File: src/rtl/fpu_div_out_pack.sv
`default_nettype none
// +---------------------------------------------------------------------------+
// | Module      : fpu_div_out_pack                                            |
// | Description : Divide-pipe back end. Clamps the 13-bit divide exponent,    |
// |               packs sign/exponent/fraction into an IEEE single or double  |
// |               word and queues it, with tag, flags and precision, in a     |
// |               2-entry FIFO drained by the output arbiter (req/gnt).       |
// |               Stall is raised while the FIFO is full; a push that finds   |
// |               no room is lost and flagged by a sticky drop error.         |
// | Ports       : rclk, arst              clock, async active-high reset      |
// |               d8stg_*, div_*_out,     push side (valid, precision, tag,   |
// |               div_exc                 sign, exponent, fraction, flags)    |
// |               div_out_gnt             arbiter grant (pop)                 |
// |               div_out_req/data/id/    FIFO head and non-empty request     |
// |               exc/dbl                                                     |
// |               div_out_stall           FIFO full                           |
// |               div_out_drop_err        sticky lost-push indicator          |
// | Revision    : 1.0  initial release                                        |
// +---------------------------------------------------------------------------+
module fpu_div_out_pack #(
  parameter int ID_W  = 10,
  parameter int DEPTH = 2
) (
  input  logic            rclk,
  input  logic            arst,
  input  logic            d8stg_fdiv,
  input  logic            d8stg_fdivd,
  input  logic [ID_W-1:0] d8stg_id,
  input  logic            div_sign_out,
  input  logic [12:0]     div_exp_out,
  input  logic [51:0]     div_frac_out,
  input  logic [4:0]      div_exc,
  input  logic            div_out_gnt,
  output logic            div_out_req,
  output logic [63:0]     div_out_data,
  output logic [ID_W-1:0] div_out_id,
  output logic [4:0]      div_out_exc,
  output logic            div_out_dbl,
  output logic            div_out_stall,
  output logic            div_out_drop_err
);

  // Count is 2 bits and pointers are 1 bit, so only a depth of 2 is meaningful.
  localparam logic [1:0] c_full = 2'(DEPTH);

  logic [63:0]     r_data [DEPTH];
  logic [ID_W-1:0] r_id   [DEPTH];
  logic [4:0]      r_exc  [DEPTH];
  logic            r_dbl  [DEPTH];
  logic [1:0]      r_count;
  logic            r_wr_ptr;
  logic            r_rd_ptr;
  logic            r_drop_err;

  logic [10:0]     w_exp_dbl;
  logic [7:0]      w_exp_sgl;
  logic [63:0]     w_packed;
  logic            w_full;
  logic            w_pop;
  logic            w_push;
  logic            w_drop;

  // Exponent clamp: bit 12 marks a negative (underflowed) exponent, bit 11 an
  // overflow; both saturate the field, the flags are left untouched.
  always_comb begin
    w_exp_dbl = div_exp_out[10:0];
    w_exp_sgl = div_exp_out[7:0];
    if (div_exp_out[12]) begin
      w_exp_dbl = 11'h000;
      w_exp_sgl = 8'h00;
    end else if (div_exp_out[11]) begin
      w_exp_dbl = 11'h7FF;
      w_exp_sgl = 8'hFF;
    end
  end

  // Single results occupy the upper word; the lower word is zero.
  always_comb begin
    if (d8stg_fdivd) begin
      w_packed = {div_sign_out, w_exp_dbl, div_frac_out};
    end else begin
      w_packed = {div_sign_out, w_exp_sgl, div_frac_out[51:29], 32'h0000_0000};
    end
  end

  assign w_full = (r_count == c_full);
  assign w_pop  = div_out_req & div_out_gnt;
  // A full FIFO still accepts a push when its head leaves in the same cycle;
  // the write lands on the slot being vacated (wr_ptr == rd_ptr when full).
  assign w_push = d8stg_fdiv & (~w_full | w_pop);
  assign w_drop = d8stg_fdiv & w_full & ~w_pop;

  always_ff @(posedge rclk or posedge arst) begin
    if (arst) begin
      r_count    <= 2'd0;
      r_wr_ptr   <= 1'b0;
      r_rd_ptr   <= 1'b0;
      r_drop_err <= 1'b0;
      for (int i = 0; i < DEPTH; i++) begin
        r_data[i] <= '0;
        r_id[i]   <= '0;
        r_exc[i]  <= '0;
        r_dbl[i]  <= 1'b0;
      end
    end else begin
      if (w_push) begin
        r_data[r_wr_ptr] <= w_packed;
        r_id[r_wr_ptr]   <= d8stg_id;
        r_exc[r_wr_ptr]  <= div_exc;
        r_dbl[r_wr_ptr]  <= d8stg_fdivd;
        r_wr_ptr         <= ~r_wr_ptr;
      end
      if (w_pop) begin
        r_rd_ptr <= ~r_rd_ptr;
      end
      case ({w_push, w_pop})
        2'b10:   r_count <= r_count + 2'd1;
        2'b01:   r_count <= r_count - 2'd1;
        default: r_count <= r_count;
      endcase
      if (w_drop) begin
        r_drop_err <= 1'b1;
      end
    end
  end

  // Head outputs are a pointer-selected read of storage flops only; gnt does
  // not reach them combinationally.
  assign div_out_req      = (r_count != 2'd0);
  assign div_out_stall    = w_full;
  assign div_out_drop_err = r_drop_err;
  assign div_out_data     = r_data[r_rd_ptr];
  assign div_out_id       = r_id[r_rd_ptr];
  assign div_out_exc      = r_exc[r_rd_ptr];
  assign div_out_dbl      = r_dbl[r_rd_ptr];

endmodule
`default_nettype wire

File: config.mk
export PLATFORM = sky130hd
export DESIGN_NAME = fpu_div_out_pack
export DESIGN_NICKNAME = d
export VERILOG_FILES = /design/src/rtl/fpu_div_out_pack.sv
export SDC_FILE = /design/constraint.sdc
export NUM_CORES = 1
export LEC_CHECK = 0
export CORE_MARGIN = 1
export CORE_UTILIZATION = 65
export DETAILED_ROUTE_END_ITERATION = 7
export DONT_BUFFER_PORTS = 1
export PLACE_DENSITY = 0.9
export REMOVE_ABC_BUFFERS = 1
export SLEW_MARGIN = 20
export SYNTH_ARGS = -nofsm -noshare
export SYNTH_HDL_FRONTEND = slang
export SYNTH_SLANG_ARGS = --single-unit
File: constraint.sdc
create_clock -name rclk -period 9.4 [get_ports rclk]
set_input_delay 2.35 -clock rclk [delete_from_list [all_inputs] [get_ports rclk]]
set_output_delay 2.35 -clock rclk [all_outputs]
set_load 0.02 [all_outputs]
# Yosys cells after proc, flatten, opt, wreduce, memory -nomap -nowiden
# Cells that the tools add are included.
classes:
  n_addsub: 2
  mul: 0
  n_div: 0
  n_lt_le_gt_ge: 3
  eq_ne: 3
  shift: 0
  n_mux: 30
  bitwise_logic: 11
  reduce_logical: 3
op_table:
  columns: ["op", "count"]
  rows:
  - ["$mux W64", 4]
  - ["$bwmux W128", 1]
  - ["$demux W64 S1", 1]
  - ["$mux W63", 1]
  - ["$mux W10", 4]
  - ["$mux W11", 2]
  - ["$bwmux W20", 1]
  - ["$mux W5", 4]
  - ["$mux W8", 2]
  - ["$bwmux W10", 1]
  - ["$demux W10 S1", 1]
  - ["$demux W5 S1", 1]
  - ["$and A1 B1 Y1", 4]
  - ["$eq A2 B2 Y1 const B", 2]
  - ["$ge A2 B2 Y1 const B", 2]
  - ["$mux W1", 4]
  - ["$not A1 Y1", 4]
  - ["$not A1 Y2", 2]
  - ["$pmux W2 S2", 1]
  - ["$reduce_bool A2 Y1", 2]
  - ["$add A2 B1 Y2 const B", 1]
  - ["$bwmux W2", 1]
  - ["$eq A2 B1 Y1 const B", 1]
  - ["$lt A2 B1 Y1 const B", 1]
  - ["4 further kinds", 4]
totals:
  register_bits: 165
  latchBits: 0
  ramBits: 0
  rom_bits: 0
  in_bits: 86
  elab_cells: 64
  n_memories: 0

# Logic depth before layout (Yosys ltp)
depth:
  ltp_word: 6
  mapped_depth: 7
  ltp_nobuf: 6

# Worst setup path after synthesis
# No wires, ideal clock.
synth_timing:
  path_type: "register to output"
  from: "register r_rd_ptr"
  to: "output div_out_data[10]"
  arrival_time_ps: 1450
  t_required_ps: 7050
  slack_ps: 5600
  stages_incl_launch_ff: 6
  cell_sequence: "dfrtp_1 -> clkbuf_1 -> clkbuf_1 -> clkbuf_1 -> nand2_1 -> o21ai_0"
synth_between:
  elab_chain_cells: 4
synth_rtl:
  columns: ["element", "line_no", "source"]
  rows:
  - ["from (decl)", "52", "logic r_rd_ptr;"]
  - ["from (signal assigned)", "114", "r_rd_ptr <= ~r_rd_ptr;"]
  - ["$not A1 Y2 (implied by the code)", "132", "assign div_out_data = r_data[r_rd_ptr];"]
  - ["$mux W64 (implied by the code) (3 in a row)", "132", null]
  - ["to (decl)", "35", "output logic [63:0] div_out_data,"]
# No other way between the ends. The select of a mux whose other input is x is not followed.

# Final worst setup path
layout_timing:
  from: "register r_rd_ptr"
  to: "output div_out_data[48]"
# The elaborated chain is that of the path after synthesis.

==> results.md <==
* Largest net degree at the start of global routing at 89
* Count of state elements after synthesis at 165
* Sequential Power Share at between 30 and 40%
* Top post-synthesis cells by area: dfrtp_1, mux2_2, o21ai_0
* Vias in the first global route at 5197
* Clock power frac at around 23%
* CTS tree: done
* Sequential fraction of the synthesis area at approximately 54%
* Endpoints failing setup at 0
* Area growth from synthesis to layout at 8.24%
* Leading area contributor after synthesis: dfrtp_1
* Final hold viol count at 0
* Fmax achieved at slightly above 200 MHz
* Hold Path Class: reg -> reg
* CP arrival at 2.50 ns
* RSZ-0062 raised after global routing: no
* Count leader, synth: dfrtp_1
* Nature of the critical path endpoint: output port
* Post-detailed-route wirelength per cell at 20.2 um
* Sw Share at 39.6%
* Max stage delay on crit path at 0.84 ns
* Synth top area share at 54.1%
* Clock skew at 0.00861 ns
* Startpoint types: flop
* Psw at 1.27 mW
* Final WS setup at 4.55 ns
* Clock sinks at approximately 170
* # H-tree levels at 4
* WP data required at 7.05 ns
* DR iter-0 viols at roughly 350
* Yosys synthesis warning count at 0
* Logic pwr share at between 30% and 40%
* Top FF cell, synth: dfrtp_1
* # hold bufs at CTS at 0
* Post-synthesis cell type count at 32
* Slowest-stage cell, CP: dfrtp_4
* DRC Markers at 0
* Initial core utilization at 66.9%
* Total GRT Usage at 28.2%
* Antenna cells at 0
* Worst path cell trace: buf_4 -> o21ai_0
* CP Max Fanout at 72
* Number of synthesized flops with an enable pin at 0
* Worst-margin pin slew at 0.954 ns
* Peak supply drop at 0.000268 V
* Core ar. at 11400 sq um
* CTS root buf: clkbuf_16
* PwrDens at 388 nW/um^2
* Io pins at 169
* Clock Path Buffers at 2
* Crit-path leading delay family: flip-flops
* Row Count at 39
* Max_slew headroom at a little over a third
* Dpl hpwl at 10100 um
* Leakage power at 3.69 nW
* CTS clk-pin slew, worst paths at 0.06 ns
* Syn Area/Cell at about 11 sq um
* PortBufs at 0
* Syn Inst Count at 691
* DIE WIDTH at 110 um
* Final GP Congestion at roughly 0.75
* Total grt overflow at 0
* Die Span Y at 110 um
* Final Cycle Share at roughly half
* Max Slew Vio Count at 0
* Final min period at 4.85 ns
* Mapped Area at 7640 sq um
* Crit Path Class: reg -> out
* Clk_lat worst skew at around 0.42 ns
* Status: finished clean
* Internal power at 1.94 mW
* Routed WL at 16500 um
* Post-synth top cells: dfrtp_1, o21ai_0, mux2_2
* Layout cell share with drive strength beyond 1 at 19.2%
* First-pass DRT Iterations at 4
* Setup WS pre-CTS at 4.61 ns
* Full die area at 12200 sq um
* Nets at 751
* Final core utilization at 72.4%
* CTS buffer count at 17
* # Max-Cap Violations at 0
* Fraction of registers with async set/reset at 100%
* Via density at 6.13
* # Post-CTS Setup Buffers at 0
* Vias at between 5000 and 6000
* Resized Gates After CTS at 0
* First-pass GRT wire length at 25600 um
* Critical path buffers and inverters at 1
* Initial antenna violation count at 0
* Remaining antenna violation count at 0
## flip-flops by register name, indices dropped and copies added, names as in the netlist
| signal | flops |
|---|---|
| div_out_drop_err | 1 |
| r_count | 2 |
| r_data | 128 |
| r_dbl | 2 |
| r_exc | 10 |
| r_id | 20 |
| r_rd_ptr | 1 |
| r_wr_ptr | 1 |
## placed cells by master (no fill, tap or decap), types with 2 or more instances in the layout
cell,instances
inv_1,48
o22ai_1,3
o21ai_0,132
nand2b_1,2
clkinv_2,2
and2_1,8
or2_2,2
nor2b_1,8
clkbuf_1,4
o2bb2ai_1,16
clkbuf_16,17
buf_4,7
clkbuf_8,3
xor2_1,2
xnor2_1,3
a211oi_1,8
bufinv_16,4
dfrtp_1,164
mux2i_1,65
o21ai_1,3
nand2_1,71
mux2_2,88
nor2_1,4
## per-layer routing
metal | track usage (%) | wire length, um | share of wire [%]
met5 | 0 | 0 | 0
met2 | 46.9 | 8290 | 50
met4 | 10.3 | 272 | 1.6
met3 | 9.99 | 1250 | 7.6
met1 | 34.0 | 6730 | 41
## cell type report
| class | count | area [sq um] |
|---|---|---|
| clock buffer | 24 | 482 |
| clock inverter | 8 | 146 |
| fill | 779 | 3150 |
| inverter | 49 | 189 |
| multi-input combinational | 424 | 3090 |
| sequential | 165 | 4130 |
| tap | 143 | 179 |
| timing repair buffer | 7 | 52.6 |
## metrics by stage
step	power, mW	instance area (sq um)	TNS [ns]	cells	hold WS (ns)
2_1_floorplan	2.26	7390	-33.70	638	0.451
3_3_place_gp	2.39	7640	0	788	0.465
3_5_place_dp	2.47	7640	0	788	0.470
4_1_cts	3.22	8270	0	820	0.488
5_1_grt	3.39	8270	0	820	0.506
6_report	3.21	8270	0	820	0.486
## kinds of logic (layout without fill, tap and decap cells)
kind of cell	Yosys count	after routing	synth area share, %
AO/OA/AOI/OAI	163	163	11.8
XOR/XNOR	5	5	0.573
adder cells (fa/ha/maj)	1	1	0.164
buffers and inverters	102	88	5.60
flip-flops	165	165	54.1
multiplexers	154	154	21.7
AND/OR/NAND/NOR	101	101	6.09
## worst paths after layout
path | from | endpoint | slack (ns) | cells past startpoint
setup / recovery | r_rd_ptr$_DFFE_PP0P_ | div_out_data[48] | 4.55 | 2
hold / removal | r_data[122]$_DFFE_PP0P_ | r_data[122]$_DFFE_PP0P_ | 0.49 | 1
setup reg to reg | r_count[0]$_DFFE_PP0P_ | r_data[53]$_DFFE_PP0P_ | 6.45 | 5
hold reg to reg | r_data[122]$_DFFE_PP0P_ | r_data[122]$_DFFE_PP0P_ | 0.49 | 1
max in group asynchronous | arst | r_rd_ptr$_DFFE_PP0P_ | 5.91 | 2
min in group asynchronous | arst | r_id[4]$_DFFE_PP0P_ | 1.93 | 1
## power by group through the flow
stage	clock, mW	sequential (mW)	combinational, mW
detailed placement	0	1.25	1.22
floorplan	0	1.21	1.04
finish	0.736	1.25	1.22
CTS	0.742	1.25	1.23
global placement	0	1.22	1.17
global route	0.770	1.29	1.33
No activity file was read; power rests on OpenSTA's default activity.
